File: config.mk
export PLATFORM = sky130hd
export DESIGN_NAME = result_display_driver
export DESIGN_NICKNAME = d
export VERILOG_FILES = /design/src/rtl/result_display_driver.sv
export SDC_FILE = /design/constraint.sdc
export NUM_CORES = 1
export LEC_CHECK = 0
export CORE_MARGIN = 5
export CORE_UTILIZATION = 39
export CTS_CLUSTER_SIZE = 30
export DETAILED_ROUTE_END_ITERATION = 16
export GPL_TIMING_DRIVEN = 0
export HOLD_SLACK_MARGIN = 0.12
export SLEW_MARGIN = 10
export SYNTH_ARGS = -nofsm -noshare
export SYNTH_HDL_FRONTEND = slang
export SYNTH_SLANG_ARGS = --single-unit
File: constraint.sdc
create_clock -name Clk -period 2.12 [get_ports Clk]
set_input_delay 0.212 -clock Clk [delete_from_list [all_inputs] [get_ports Clk]]
set_output_delay 0.212 -clock Clk [all_outputs]
set_load 0.03 [all_outputs]
File: src/rtl/result_display_driver.sv
// Converts a settled X/Y result pair to BCD and scans it onto an 8-digit active-low 7-segment display.
// X occupies digits 7..4, Y occupies digits 3..0; a conversion takes 29 cycles.
module result_display_driver #(
  parameter int REFRESH_DIV   = 100000,
  parameter int STABLE_CYCLES = 16
) (
  input  logic        Clk,
  input  logic        Reset,
  input  logic [31:0] X,
  input  logic [31:0] Y,
  output logic [7:0]  an,
  output logic [6:0]  seg,
  output logic        dp,
  output logic        Valid,
  output logic        Busy,
  output logic        Overflow
);

  localparam int RW = (REFRESH_DIV > 1) ? $clog2(REFRESH_DIV) : 1;
  localparam int SW = $clog2(STABLE_CYCLES + 1);

  typedef enum logic [1:0] {IDLE, CONV_X, CONV_Y, COMMIT} state_t;

  state_t        state;
  logic [31:0]   x_q, y_q, last_x, last_y, cap_x, cap_y;
  logic [SW-1:0] stable_cnt;
  logic [RW-1:0] ref_cnt;
  logic [2:0]    idx;
  logic [29:0]   sh, sh_nxt;
  logic [3:0]    bit_cnt;
  logic [13:0]   y_cap;
  logic [15:0]   x_bcd;
  logic          ovf_cap;
  logic [31:0]   digits;
  logic          start;

  // One double-dabble step: BCD field is sh[29:14], binary field sh[13:0].
  function automatic logic [29:0] dd_step(input logic [29:0] v);
    logic [29:0] t;
    t = v;
    for (int i = 0; i < 4; i++) begin
      if (t[14+4*i +: 4] >= 4'd5) t[14+4*i +: 4] = t[14+4*i +: 4] + 4'd3;
    end
    return t << 1;
  endfunction

  function automatic logic [13:0] sat14(input logic [31:0] v);
    return (v > 32'd9999) ? 14'd9999 : v[13:0];
  endfunction

  function automatic logic [6:0] decode(input logic [3:0] d);
    case (d)
      4'd0:    return 7'b1000000;
      4'd1:    return 7'b1111001;
      4'd2:    return 7'b0100100;
      4'd3:    return 7'b0110000;
      4'd4:    return 7'b0011001;
      4'd5:    return 7'b0010010;
      4'd6:    return 7'b0000010;
      4'd7:    return 7'b1111000;
      4'd8:    return 7'b0000000;
      4'd9:    return 7'b0010000;
      default: return 7'b1111111;
    endcase
  endfunction

  always_comb sh_nxt = dd_step(sh);

  // Before the first commit there is no meaningful last pair, so (0,0) still converts.
  always_comb start = (stable_cnt == SW'(STABLE_CYCLES)) && (state == IDLE) &&
                      (!Valid || (x_q != last_x) || (y_q != last_y));

  always_ff @(posedge Clk) begin
    x_q <= X;
    y_q <= Y;
  end

  always_ff @(posedge Clk) begin
    if (!Reset) begin
      stable_cnt <= '0;
    end else if ((X != x_q) || (Y != y_q)) begin
      stable_cnt <= '0;
    end else if (stable_cnt != SW'(STABLE_CYCLES)) begin
      stable_cnt <= stable_cnt + 1'b1;
    end
  end

  always_ff @(posedge Clk) begin
    if (!Reset) begin
      state    <= IDLE;
      sh       <= '0;
      bit_cnt  <= '0;
      y_cap    <= '0;
      x_bcd    <= '0;
      cap_x    <= '0;
      cap_y    <= '0;
      ovf_cap  <= 1'b0;
      digits   <= '0;
      last_x   <= '0;
      last_y   <= '0;
      Valid    <= 1'b0;
      Busy     <= 1'b0;
      Overflow <= 1'b0;
    end else begin
      case (state)
        IDLE: if (start) begin
          sh      <= {16'd0, sat14(x_q)};
          y_cap   <= sat14(y_q);
          cap_x   <= x_q;
          cap_y   <= y_q;
          ovf_cap <= (x_q > 32'd9999) || (y_q > 32'd9999);
          bit_cnt <= '0;
          Busy    <= 1'b1;
          state   <= CONV_X;
        end
        CONV_X: begin
          bit_cnt <= bit_cnt + 1'b1;
          sh      <= sh_nxt;
          if (bit_cnt == 4'd13) begin
            x_bcd   <= sh_nxt[29:14];
            sh      <= {16'd0, y_cap};
            bit_cnt <= '0;
            state   <= CONV_Y;
          end
        end
        CONV_Y: begin
          bit_cnt <= bit_cnt + 1'b1;
          sh      <= sh_nxt;
          if (bit_cnt == 4'd13) state <= COMMIT;
        end
        COMMIT: begin
          digits   <= {x_bcd, sh[29:14]};
          Overflow <= ovf_cap;
          last_x   <= cap_x;
          last_y   <= cap_y;
          Valid    <= 1'b1;
          Busy     <= 1'b0;
          state    <= IDLE;
        end
        default: state <= IDLE;
      endcase
    end
  end

  always_ff @(posedge Clk) begin
    if (!Reset) begin
      ref_cnt <= '0;
      idx     <= '0;
      an      <= 8'hFF;
      seg     <= 7'h7F;
      dp      <= 1'b1;
    end else begin
      if (ref_cnt == RW'(REFRESH_DIV - 1)) begin
        ref_cnt <= '0;
        idx     <= idx + 1'b1;
      end else begin
        ref_cnt <= ref_cnt + 1'b1;
      end
      if (Valid) begin
        an  <= ~(8'b1 << idx);
        seg <= decode(digits[{idx, 2'b00} +: 4]);
        dp  <= (idx != 3'd4);
      end else begin
        an  <= 8'hFF;
        seg <= 7'h7F;
        dp  <= 1'b1;
      end
    end
  end

endmodule
Word level (Yosys, flattened, before mapping):

Memory sizes are Yosys's and may differ from the RTL's. A register that Yosys moved wholly into a read port is not among the register bits.
Index checks and enable logic that the tools add are counted.

* register bits after elaboration: 328
* bits in read-only memories: 112
* input bits: 66
* output and inout bits: 19
* word-level logic and storage cells: 92
* memories: 1

* add/subtract/negate cells: 8
* order comparisons: 6
* eq/ne operators: 15
* shift operators: 2
* multiplexer cells: 18
* bitwise logic cells: 2
* reduce and logical (&&, ||, !) cells: 19

Memories
* (no name shown): depth 16, width 7, read ports 1, clocked after memory_dff 1, wr ports 0, line 52 `case (d)`

Operators by type and width (number)
* $ne A32 B32 Y1: 4
* $pmux W30 S3: 1
* $gt A32 B14 Y1 const B: 2
* $mux W30: 2
* $shiftx A32 B6 Y4: 1
* $mux W14: 2
* $mux W4: 5
* $add A17 B1 Y17 const B: 1
* $eq A17 B17 Y1 const B: 1
* $ge A4 B3 Y1 const B: 4
* $add A4 B2 Y4 const B: 3
* $pmux W4 S3: 1
* $reduce_and A2 Y1: 5
* $not A8 Y8: 1
* $pmux W2 S4: 1
* $shl A1 B3 Y8 const A: 1
* $mux W2: 3
* $ne A2 B2 Y1 const B: 3
* $add A5 B1 Y5 const B: 1
* $eq A5 B5 Y1 const B: 1
* $ne A5 B5 Y1 const B: 1
* $add A4 B1 Y4 const B: 1
* $eq A2 B2 Y1 const B: 2
* $eq A4 B4 Y1 const B: 1
* 16 further kinds: 22

Logic depth before layout (Yosys ltp):

Gate-level depths: netlist of the first run.

* depth in word-level cells: 6
* mapped depth: 10
* gate-level depth less buffers: 9

Worst setup path after synthesis of the first run:

No wires, ideal clock.

* kind: flip-flop to flip-flop
* from: register idx[0]
* to: register seg[5]
* library setup time: 0.130 ns
* arrival time: 2.163 ns
* data required time: 1.990 ns
* setup slack: -0.173 ns
* stages on the path, launching flop included: 10
* buffers on the path: 1
* clock period less this slack: 2.293 ns
* path through: dfxtp_1 buf_2 mux4_2 mux2i_1 inv_1 ha_1 nor2_1 a21oi_1 o21ai_0 nand2_1

* cells in the longest elaborated chain, start to end: 1

Ends and longest elaborated chain
* start: declaration: line 28 `logic [2:0] idx;`
* start signal: assignment: line 155 `idx <= idx + 1'b1;`
* $shiftx A32 B6 Y4: line 161 `seg <= decode(digits[{idx, 2'b00} +: 4]);`
* end: declaration: line 12 `output logic [6:0] seg,`

No other way between the ends.
A chain may end at the register's enable or synchronous reset.

Worst setup path after layout of the first run:

* from: register x_q[6]
* to: register cap_y[13]

* cells in the longest elaborated chain, start to end: 5

Ends and longest elaborated chain
* start: declaration: line 25 `logic [31:0] x_q, y_q, last_x, last_y, cap_x, cap_y;`
* start signal: assignment: line 74 `x_q <= X;`
* $ne A32 B32 Y1: line 71 `(!Valid || (x_q != last_x) || (y_q != last_y));`
* $logic_or A1 B1 Y1 (2 in series): line 71
* $logic_and A1 B1 Y1: line 70 `always_comb start = (stable_cnt == SW'(STABLE_CYCLES)) && (state == IDLE) &&`
* $reduce_and A2 Y1 (no source line)
* end signal: assignment: line 110 `cap_y <= y_q;`
* end: declaration: line 25

No other way between the ends.

==> results.tsv, run 1 <==
stage	metric	value	unit
power_and_ir_drop	Logic pwr share	0.129	
synthesis	#FFs+latches synth	334	
route	DR vias	11700	
route	DRT Wirelength	45.7	mm
die	Core Rows	68	
global_route	gr usage total	0.227	
synthesis	leading post-synthesis cells by cell area	dfxtp_1 49%, mux2i_1 7.7%, xnor2_1 5.1%, nand3_1 5.0%, nor2_1 4.5%	
min_path	hold crit path type	input pin to flop	
worst_setup_path	Reg-to-Reg Start	x_q[6]$_DFF_P_	
route	Post-route DRC	0	
power_and_ir_drop	Sequential Power Share	0.424	
synthesis	Seq/Total Area, Yosys	0.486	
global_route	pin count of the biggest net entering global routing	14	
route	count of TritonRoute iterations in the first routing pass	6	
die	core area	34700	um^2
sta	clk_skew	0.0266	ns
synthesis	most used standard cell by instance count after synthesis	dfxtp_1	
synthesis	commonest cells in the netlist	334 x dfxtp_1, 164 x nor2_1, 138 x nand3_1	
placement	count of input and output buffers	84	
synthesis	synthesis warning total	0	
synthesis	Post-Syn Area	13700	um^2
clock_tree	Root Driver	clkbuf_16	
worst_setup_path	critical path class	flop to flop	
global_route	first-pass GRT wire length	68.9	mm
power_and_ir_drop	PwrDens	859	nW/um^2
worst_setup_path	Critical Path RT	2.56	ns
synthesis	largest area contributor in the netlist	dfxtp_1	
global_route	GR Overflow Total	0	
sta	Slew Viols, Final	0	
clock_tree	CTS Sinks	334	
final_layout	ANT cells	0	
die	Chip Height	198	um
die	Die Span X	198	um
placement	Detail Placement HPWL	33.1	mm
power_and_ir_drop	clock power share	0.446	
run_status	run status	finished with violations	
synthesis	Synth cell types	61	
worst_setup_path	worst setup path start	x_q[6]$_DFF_P_	
final_layout	area grow syn2layout	33.0	%
worst_setup_path	critical path peak fanout	10	
synthesis	post-synth top area share	0.486	
sta	worst slew pin tran	0.862	ns
synthesis	ys flop type	dfxtp_1	
worst_setup_path	Worst setup SP type	flop	
worst_setup_path	Worst Path Arrival	2.88	ns
power_and_ir_drop	Leakage Power	6.47	nW
route	Via-to-Cell Ratio	5.54	
clock_tree	H-tree lvl count	2	
clock_tree	total CTS buffers	38	
final_layout	final net count	1733	
worst_setup_path	r2r setup slk	-0.32	ns
placement	pre-CTS setup slack	-1.22	ns
placement	dpl cell area	15200	um^2
final_layout	Fillers	3119	
sta	min Tclk post-route	2.44	ns
die	Starting Density	0.396	
synthesis	Mapped Nets	1578	
die	full die area	39100	um^2
sta	RSZ-0062 raised after global routing	true	
power_and_ir_drop	P_int	11.8	mW
run_status	violations in the final reports	setup timing	
die	Ports	85	
sta	Final Worst Setup Slack	-0.319	ns
final_layout	fraction of layout cells with a size suffix above 1	0.206	
min_path	min-delay src	X[17]	
sta	final period utilization	1.15	
final_layout	Design Area, Final	18300	um^2
power_and_ir_drop	switching share of total power	0.252	
placement	gpl congestion	0.978	
route	DRT iter0 DRCs	897	
worst_setup_path	CP Capture Type	flop	
synthesis	EDFF count, synth	0	
global_route	initial antenna violation count	0	
clock_tree	clk buf depth	3	
sta	Slew HR	0.422	
synthesis	Syn Inst Count	1483	
run	max_cap viols	0	
synthesis	Post-Syn Area per Cell	9.27	um^2
sta	Fin. Hold Viols	0	
power_and_ir_drop	sw power	3.97	mW
synthesis	ys async rst share	0	
clock_tree	clock slew at reported path FFs	0.06	ns
sta	# setup viols final	118	
sta	Fmax	410	MHz
route	drt wl/cell	21.6	um
clock_tree	Clk Latency, worst-skew pair	0.54	ns
power_and_ir_drop	Max IR drop VDD	0.628	mV
global_route	vias in the first global route	11500	
clock_tree	TritonCTS clock tree	done	
route	Routed Antenna Nets	0	
==> area by class of cell <==
class                   instances  area (um^2)  area share
flip-flops and latches        334         6760       0.370
multi-input cells            1000         7390       0.404
repair buffers                120         1380      0.0755
inverters                      61          231      0.0127
well taps                     455          569      0.0311
clock inverters                14          230      0.0126
clock buffers                  52         1100      0.0604
plain buffers                  83          623      0.0341
==> path summary, 6_finish.rpt <==
kind              depth (start not counted)                     end
hold / removal                            1         x_q[17]$_DFF_P_
hold reg to reg                           2  cap_x[24]$_SDFFE_PN0P_
setup / recovery                         12  cap_y[13]$_SDFFE_PN0P_
setup reg to reg                         12  cap_y[13]$_SDFFE_PN0P_
==> repair_timing <==
action / CTS / global route
resized for setup: 233 / 165
hold buffers: 0 / 0
pin swaps: 34 / 39
buffers inserted: 17 / 7
cloned: 8 / 7
setup endpoints to repair: 243 / 201
==> power groups by stage <==
stage                     clock [mW]  sequential (mW)  combinational, mW
after floorplan                    0             6.69              0.737
after global placement             0             6.77               1.24
after detailed placement           0             6.77               1.25
after CTS                       7.10             6.65               1.69
after global routing            7.37             6.68               2.16
final                           7.02             6.67               2.03
==> logic make-up after synthesis <==
| logic type | share of synthesized area |
|---|---|
| AND/OR/NAND/NOR | 0.169 |
| flip-flops | 0.486 |
| AO/OA/AOI/OAI | 0.115 |
| buffers and inverters | 0.0450 |
| multiplexers | 0.0903 |
| XOR/XNOR | 0.0675 |
| adder cells (fa/ha/maj) | 0.0264 |
==> metal layers <==
metal,vias up,GRT usage,routed length (um)
met5,-,0,0
li1,5520,-,-
met4,0,0.0885,1850
met2,410,0.362,20900
met1,5702,0.307,20000
met3,100,0.0429,2900
==> state kept, by name (all words and copies together) (netlist names), 2 cells and up <==
name	flops
last_y	32
last_x	32
ref_cnt	17
idx	3
state	2
cap_y	32
bit_cnt	4
cap_x	32
x_q	32
stable_cnt	5
y_cap	14
digits	32
seg	7
y_q	32
x_bcd	16
sh	30
an	8
==> through the flow <==
stage	hold slack, ns	utilization	setup TNS [ns]	instances	power, mW
2_1_floorplan	0.240	-	0	1483	7.43
3_3_place_gp	0.449	0.437	-172.58	2022	8.01
3_5_place_dp	0.451	0.437	-172.83	2022	8.02
4_1_cts	0.135	0.507	-23.15	2110	15.4
5_1_grt	0.152	0.527	-40.16	2119	16.2
6_report	0.151	0.527	-28.85	2119	15.7
==> placed cells by master (no fill, tap or decap), types with 38 or more instances in the layout <==
cell             netlist  final
xnor2_1               80     53
inv_1                 59     56
clkdlybuf4s50_1        0     84
clkbuf_16              0     47
nor2_1               164    161
nand3_1              138     88
dfxtp_1              334    294
nand2_1              106    106
o21ai_1                4     59
nand3_2                0     49
clkbuf_1              50     38
mux2i_1              106    103
==> worst max-delay path: stages, from the launching register on <==
cell and delay (ns):
dfxtp_1 0.54, xnor2_1 0.25, nand4_1 0.13, nor2_1 0.23, nand4_1 0.12, buf_4 0.20
o211ai_4 0.19, buf_12 0.15, buf_12 0.13, buf_8 0.12, buf_8 0.13, nand3_1 0.10
o31ai_2 0.07
Power figures use the tool's default switching activity.
==> run 2: changes to the inputs <==
- CORE_UTILIZATION: 39 -> 53
- PLACE_DENSITY: not set -> 0.75
==> run 2 against run 1 <==
  * The flow still finishes with violations (setup timing)
  * Sequential share of layout area decreased by 0.68 points
  * Hold slack got worse by 0.012 ns
  * Worst setup slack got worse by 0.071 ns
  * Routed wire length increased by 1.1%
  * Non-clock buffer count up 27
  * Maximum frequency fell by 2.8%
  * Global-route usage grew 6.7 points
  * Critical path type unchanged
==> results.tsv, run 2 (synthesis results as in run 1) <==
stage	metric	value	unit	change
run_status	run status	finished with violations		unchanged
run_status	violations in the final reports	setup timing		unchanged
global_route	GR Overflow Total	0		unchanged
route	drt wl/cell	22.8	um	was 21.6 um
sta	Slew HR	0.386		was 0.422
worst_setup_path	critical path peak fanout	7		was 10
die	full die area	29300	um^2	was 39100 um^2
sta	final period utilization	1.18		was 1.15
global_route	pin count of the biggest net entering global routing	14		unchanged
global_route	initial antenna violation count	1		was 0
clock_tree	total CTS buffers	36		was 38
worst_setup_path	critical path class	flop to flop		unchanged
final_layout	final net count	1758		was 1733
worst_setup_path	Worst path slowest cell	dfxtp_4		was dfxtp_1
global_route	first-pass GRT wire length	67.5	mm	was 68.9 mm
final_layout	fraction of layout cells with a size suffix above 1	0.251		was 0.206
sta	Fmax	398	MHz	was 410 MHz
die	core area	25800	um^2	was 34700 um^2
final_layout	flip-flop and latch area	6770	um^2	was 6760 um^2
route	Post-route DRC	0		unchanged
clock_tree	clk buf depth	3		unchanged
worst_setup_path	Worst path top cell family by delay	simple AND/OR/NAND/NOR gates		was buffers and inverters
worst_setup_path	Critical Path RT	2.58	ns	was 2.56 ns
placement	count of input and output buffers	84		unchanged
global_route	gr usage total	0.295		was 0.227
clock_tree	Clk Latency, worst-skew pair	0.54	ns	about the same
clock_tree	CTS Sinks	334		unchanged
power_and_ir_drop	Max IR drop VDD	0.604	mV	was 0.628 mV
min_path	hold crit path type	input pin to flop		unchanged
placement	gpl congestion	0.980		was 0.978
sta	min Tclk post-route	2.51	ns	was 2.44 ns
power_and_ir_drop	Leakage Power	6.58	nW	was 6.47 nW
route	DR vias	12400		was 11700
clock_tree	TritonCTS clock tree	done		unchanged
die	Core Rows	59		was 68
worst_setup_path	CP Capture Type	flop		unchanged
power_and_ir_drop	PwrDens	816	nW/um^2	was 859 nW/um^2
worst_setup_path	Worst setup SP type	flop		unchanged
worst_setup_path	CP peak stage delay	0.40	ns	was 0.54 ns
final_layout	utilization after layout	0.722		was 0.527
clock_tree	cts hold-fix bufs	0		unchanged
run	max_cap viols	0		unchanged
final_layout	Fillers	1773		was 3119
die	Die Span X	171	um	was 198 um
route	Routed Antenna Nets	0		unchanged
die	Ports	85		unchanged
sta	RSZ-0062 raised after global routing	true		unchanged
final_layout	multi-input logic area	7720	um^2	was 7390 um^2
placement	Placed Cells	1902		was 2022
clock_tree	Root Driver	clkbuf_16		unchanged
worst_setup_path	CP most frequent cell	buf_6		
sta	clk_skew	0.0230	ns	was 0.0266 ns
route	Via-to-Cell Ratio	6.12		was 5.54
sta	# setup viols final	121		was 118
route	DRT iter0 DRCs	1126		was 897
sta	Fin Setup TNS	-31.17	ns	was -28.85 ns
clock_tree	H-tree lvl count	2		unchanged
placement	pre-CTS setup slack	-1.05	ns	was -1.22 ns
worst_setup_path	Worst Path Arrival	2.97	ns	was 2.88 ns
final_layout	most common cell after layout, fill and taps aside	dfxtp_1		unchanged
sta	Slew Viols, Final	0		unchanged
final_layout	ANT cells	0		unchanged
clock_tree	clock slew at reported path FFs	0.06	ns	about the same
die	Starting Density	0.532		was 0.396
route	DRT Wirelength	46.2	mm	was 45.7 mm
worst_setup_path	CP bufs+invs	5		unchanged
global_route	vias in the first global route	12100		was 11500
final_layout	area grow syn2layout	35.7	%	was 33.0%
worst_setup_path	Cell Chain, Critical Path	xnor2_4, nand4_1, nor4_2, nand4_1, buf_6, o211ai_4, buf_6, buf_12, buf_8, buf_6, nand3_2, o31ai_4		was xnor2_1, nand4_1, nor2_1, nand4_1, buf_4, o211ai_4, buf_12, buf_12, buf_8, buf_8, nand3_1, o31ai_2
final_layout	most frequent cells in the layout	291 x dfxtp_1, 161 x nor2_1, 105 x nand2_1		was 294 x dfxtp_1, 161 x nor2_1, 106 x nand2_1
final_layout	non-filler instance count after layout	2025		was 2119
sta	worst slew pin tran	0.921	ns	was 0.862 ns
route	count of TritonRoute iterations in the first routing pass	6		unchanged
sta	Final Worst Setup Slack	-0.391	ns	was -0.319 ns
sta	Fin. Hold Viols	0		unchanged
die	Chip Height	171	um	was 198 um
placement	Detail Placement HPWL	30.1	mm	was 33.1 mm
run 2: per-layer routing:
| layer | part of all wire | up-vias | GRT usage |
|---|---|---|---|
| li1 | - | 5578 | - |
| met1 | 0.38 | 5996 | 0.365 |
| met2 | 0.46 | 627 | 0.472 |
| met3 | 0.091 | 181 | 0.0691 |
| met4 | 0.065 | 2 | 0.169 |
| met5 | 0.00026 | - | 0 |
run 2: power breakdown:
part           total (mW)  switching [mW]  internal (mW)
Combinational        2.07            1.15          0.922
Clock                6.49            2.65           3.84
Sequential           6.67           0.232           6.43
run 2: repair_timing:
action,4_1_cts,5_1_grt
endpoints found under the setup margin,243,158
pin swaps,43,48
cloned,12,7
resized for setup,285,211
setup buffers,34,18
run 2: worst paths after layout:
kind | cells past startpoint | endpoint | slack, ns | startpoint
worst max-delay path | 12 | y_cap[12]$_SDFFE_PN0P_ | -0.39 | x_q[28]$_DFF_P_
worst min-delay path | 1 | y_q[19]$_DFF_P_ | 0.14 | Y[19]
worst max register to register | 12 | y_cap[12]$_SDFFE_PN0P_ | -0.39 | x_q[28]$_DFF_P_
worst min register to register | 2 | cap_y[23]$_SDFFE_PN0P_ | 0.46 | cap_y[23]$_SDFFE_PN0P_
run 2: layout make-up:
| type | count | share of cell area |
|---|---|---|
| inverter | 61 | 0.0125 |
| buffer | 82 | 0.0331 |
| clock buffer | 53 | 0.0582 |
| timing repair buffer | 148 | 0.0884 |
| multi-input combinational | 1000 | 0.414 |
| tap | 335 | 0.0225 |
| clock inverter | 12 | 0.00818 |
| sequential | 334 | 0.363 |
run 2: worst register-to-register path: stages, from the launching register on:
cell and delay (ns):
dfxtp_4 0.40, xnor2_4 0.23, nand4_1 0.14, nor4_2 0.38, nand4_1 0.15, buf_6 0.18
o211ai_4 0.19, buf_6 0.14, buf_12 0.12, buf_8 0.14, buf_6 0.14, nand3_2 0.13
o31ai_4 0.09
run 2: stage by stage:
stage / cell area (um^2) / hold WS (ns) / power [mW]
floorplan: 13800 / 0.240 / 7.43
global placement: 15000 / 0.446 / 7.95
detailed placement: 15000 / 0.450 / 7.97
CTS: 17700 / 0.131 / 15.1
global route: 18700 / 0.132 / 15.6
finish: 18700 / 0.139 / 15.2
==> run 3: changes to the inputs <==
- GPL_TIMING_DRIVEN: 0 -> 1
==> run 3 against run 2 <==
  * The flow still finishes with violations (setup timing)
  * Maximum frequency is 5.1% higher
  * Global-route usage is 1.1 points lower
  * Clock skew is 0.011 ns higher
  * Total power is 0.26% lower
  * Sequential power is 1% lower
  * Count of clock-buffer cells in the layout is 2 lower
  * Worst setup slack better by 0.12 ns
  * Critical path type unchanged
  * Largest power group unchanged
  * Highest routed layer is now met4
==> results.tsv, run 3 (synthesis results as in run 1) <==
stage	metric	value	unit	change
run_status	run status	finished with violations		unchanged
run_status	violations in the final reports	setup timing		unchanged
clock_tree	clock slew at reported path FFs	0.06	ns	about the same
final_layout	Fillers	1825		was 1773
die	Core Rows	59		unchanged
clock_tree	CTS Sinks	334		unchanged
sta	Slew HR	0.431		was 0.386
final_layout	final net count	1820		was 1758
global_route	vias in the first global route	12100		about the same
final_layout	Design Area, Final	18400	um^2	was 18700 um^2
sta	worst slew pin tran	0.854	ns	was 0.921 ns
die	Starting Density	0.532		unchanged
worst_setup_path	Worst Path Arrival	2.85	ns	was 2.97 ns
route	DRT iter0 DRCs	1327		was 1126
placement	gpl congestion	1.00		was 0.980
clock_tree	clk buf depth	3		unchanged
route	Via-to-Cell Ratio	5.82		was 6.12
global_route	initial antenna violation count	0		was 1
placement	dpl cell area	16100	um^2	was 15000 um^2
worst_setup_path	Worst path slowest cell	dfxtp_2		was dfxtp_4
worst_setup_path	Critical Path RT	2.58	ns	about the same
die	full die area	29300	um^2	unchanged
final_layout	fraction of layout cells with a size suffix above 1	0.226		was 0.251
sta	Fin Setup TNS	-22.12	ns	was -31.17 ns
sta	# setup viols final	120		was 121
final_layout	most common cell after layout, fill and taps aside	dfxtp_1		unchanged
route	DR vias	12100		was 12400
clock_tree	Clk Latency, worst-skew pair	0.54	ns	about the same
global_route	pin count of the biggest net entering global routing	171		was 14
sta	RSZ-0062 raised after global routing	true		unchanged
route	Routed Antenna Nets	0		unchanged
sta	final period utilization	1.13		was 1.18
sta	min Tclk post-route	2.39	ns	was 2.51 ns
sta	clk_skew	0.0342	ns	was 0.0230 ns
min_path	hold crit path type	input pin to flop		unchanged
worst_setup_path	CP Capture Type	flop		unchanged
power_and_ir_drop	Max IR drop VDD	0.687	mV	was 0.604 mV
worst_setup_path	Worst setup SP type	flop		unchanged
sta	Fin. Hold Viols	0		unchanged
clock_tree	cts hold-fix bufs	0		unchanged
power_and_ir_drop	PwrDens	825	nW/um^2	was 816 nW/um^2
die	Die Span X	171	um	unchanged
route	Post-route DRC	0		unchanged
die	core area	25800	um^2	unchanged
worst_setup_path	CP peak stage delay	0.33	ns	was 0.40 ns
power_and_ir_drop	Design Power	15.2	mW	about the same
clock_tree	TritonCTS clock tree	done		unchanged
worst_setup_path	Cell Chain, Critical Path	xnor2_2, nand4_1, nor4_2, buf_4, nand4_1, buf_6, o31ai_4, buf_6, buf_12, buf_16, nand3_2, o21ai_1		was xnor2_4, nand4_1, nor4_2, nand4_1, buf_6, o211ai_4, buf_6, buf_12, buf_8, buf_6, nand3_2, o31ai_4
sta	Slew Viols, Final	0		unchanged
worst_setup_path	critical path peak fanout	6		was 7
sta	Final Worst Setup Slack	-0.269	ns	was -0.391 ns
clock_tree	total CTS buffers	36		unchanged
clock_tree	H-tree lvl count	2		unchanged
sta	Fmax	419	MHz	was 398 MHz
clock_tree	Root Driver	clkbuf_16		unchanged
final_layout	ANT cells	0		unchanged
global_route	GR Overflow Total	0		unchanged
route	count of TritonRoute iterations in the first routing pass	6		unchanged
route	DRT Wirelength	41.9	mm	was 46.2 mm
placement	Detail Placement HPWL	27.2	mm	was 30.1 mm
die	Ports	85		unchanged
placement	count of input and output buffers	84		unchanged
route	drt wl/cell	20.1	um	was 22.8 um
final_layout	area grow syn2layout	33.9	%	was 35.7%
global_route	gr usage total	0.284		was 0.295
worst_setup_path	critical path class	flop to flop		unchanged
run	max_cap viols	0		unchanged
final_layout	most frequent cells in the layout	313 x dfxtp_1, 164 x buf_4, 161 x nor2_1		was 291 x dfxtp_1, 161 x nor2_1, 105 x nand2_1
power_and_ir_drop	Leakage Power	6.84	nW	was 6.58 nW
die	Chip Height	171	um	unchanged
global_route	first-pass GRT wire length	65.9	mm	was 67.5 mm
[run 3: cell type report]
type	instances	area, um^2	area share
inverter	61	236	0.0128
sequential	334	6720	0.365
multi-input combinational	1000	7100	0.385
clock buffer	51	1060	0.0575
timing repair buffer	292	2770	0.151
tap	335	419	0.0228
clock inverter	10	114	0.00618
[run 3: metrics by stage]
stage                     std cells  hold slack, ns   util  setup WS [ns]
after floorplan                1483           0.240      -        0.00811
after global placement         1995           0.441  0.625         -0.484
after CTS                      2077           0.169  0.702         -0.227
final                          2083           0.168  0.713         -0.269
after detailed placement       1995           0.448  0.625         -0.532
after global routing           2083           0.178  0.713         -0.378
[run 3: where the power goes]
part           internal (mW)  total (mW)  switching [mW]
sequential              6.44        6.58           0.143
clock                   3.72        6.28            2.55
combinational           1.11        2.33            1.22
[run 3: repair_timing]
action,in CTS,in global routing
resized for setup,127,90
setup buffers,12,9
gates cloned,9,0
endpoints found under the setup margin,123,128
endpoints found under the hold margin,0,0
pin swaps,37,21
[run 3: metal layers]
metal	up-vias	share of wire	track usage
met1	5809	0.41	0.362
met4	0	0.049	0.133
li1	5690	-	-
met2	498	0.47	0.462
met5	-	0	0
met3	133	0.075	0.0571
[run 3: path summary, 6_finish.rpt]
| check | depth (start not counted) | slack, ns | start | endpoint |
|---|---|---|---|---|
| hold / removal | 1 | 0.17 | Y[26] | y_q[26]$_DFF_P_ |
| setup reg to reg | 12 | -0.27 | last_y[12]$_SDFFE_PN0P_ | sh[26]$_SDFFE_PN0P_ |
| hold reg to reg | 2 | 0.46 | x_bcd[14]$_SDFFE_PN0P_ | x_bcd[14]$_SDFFE_PN0P_ |
| setup / recovery | 12 | -0.27 | last_y[12]$_SDFFE_PN0P_ | sh[26]$_SDFFE_PN0P_ |
[run 3: critical path, delay by kind of cell, from the launching register on]
family	cells	cell delay (ns)
flip-flops	1	0.33
AO/OA/AOI/OAI	2	0.36
XOR/XNOR	1	0.23
buffers and inverters	5	0.77
AND/OR/NAND/NOR	4	0.64
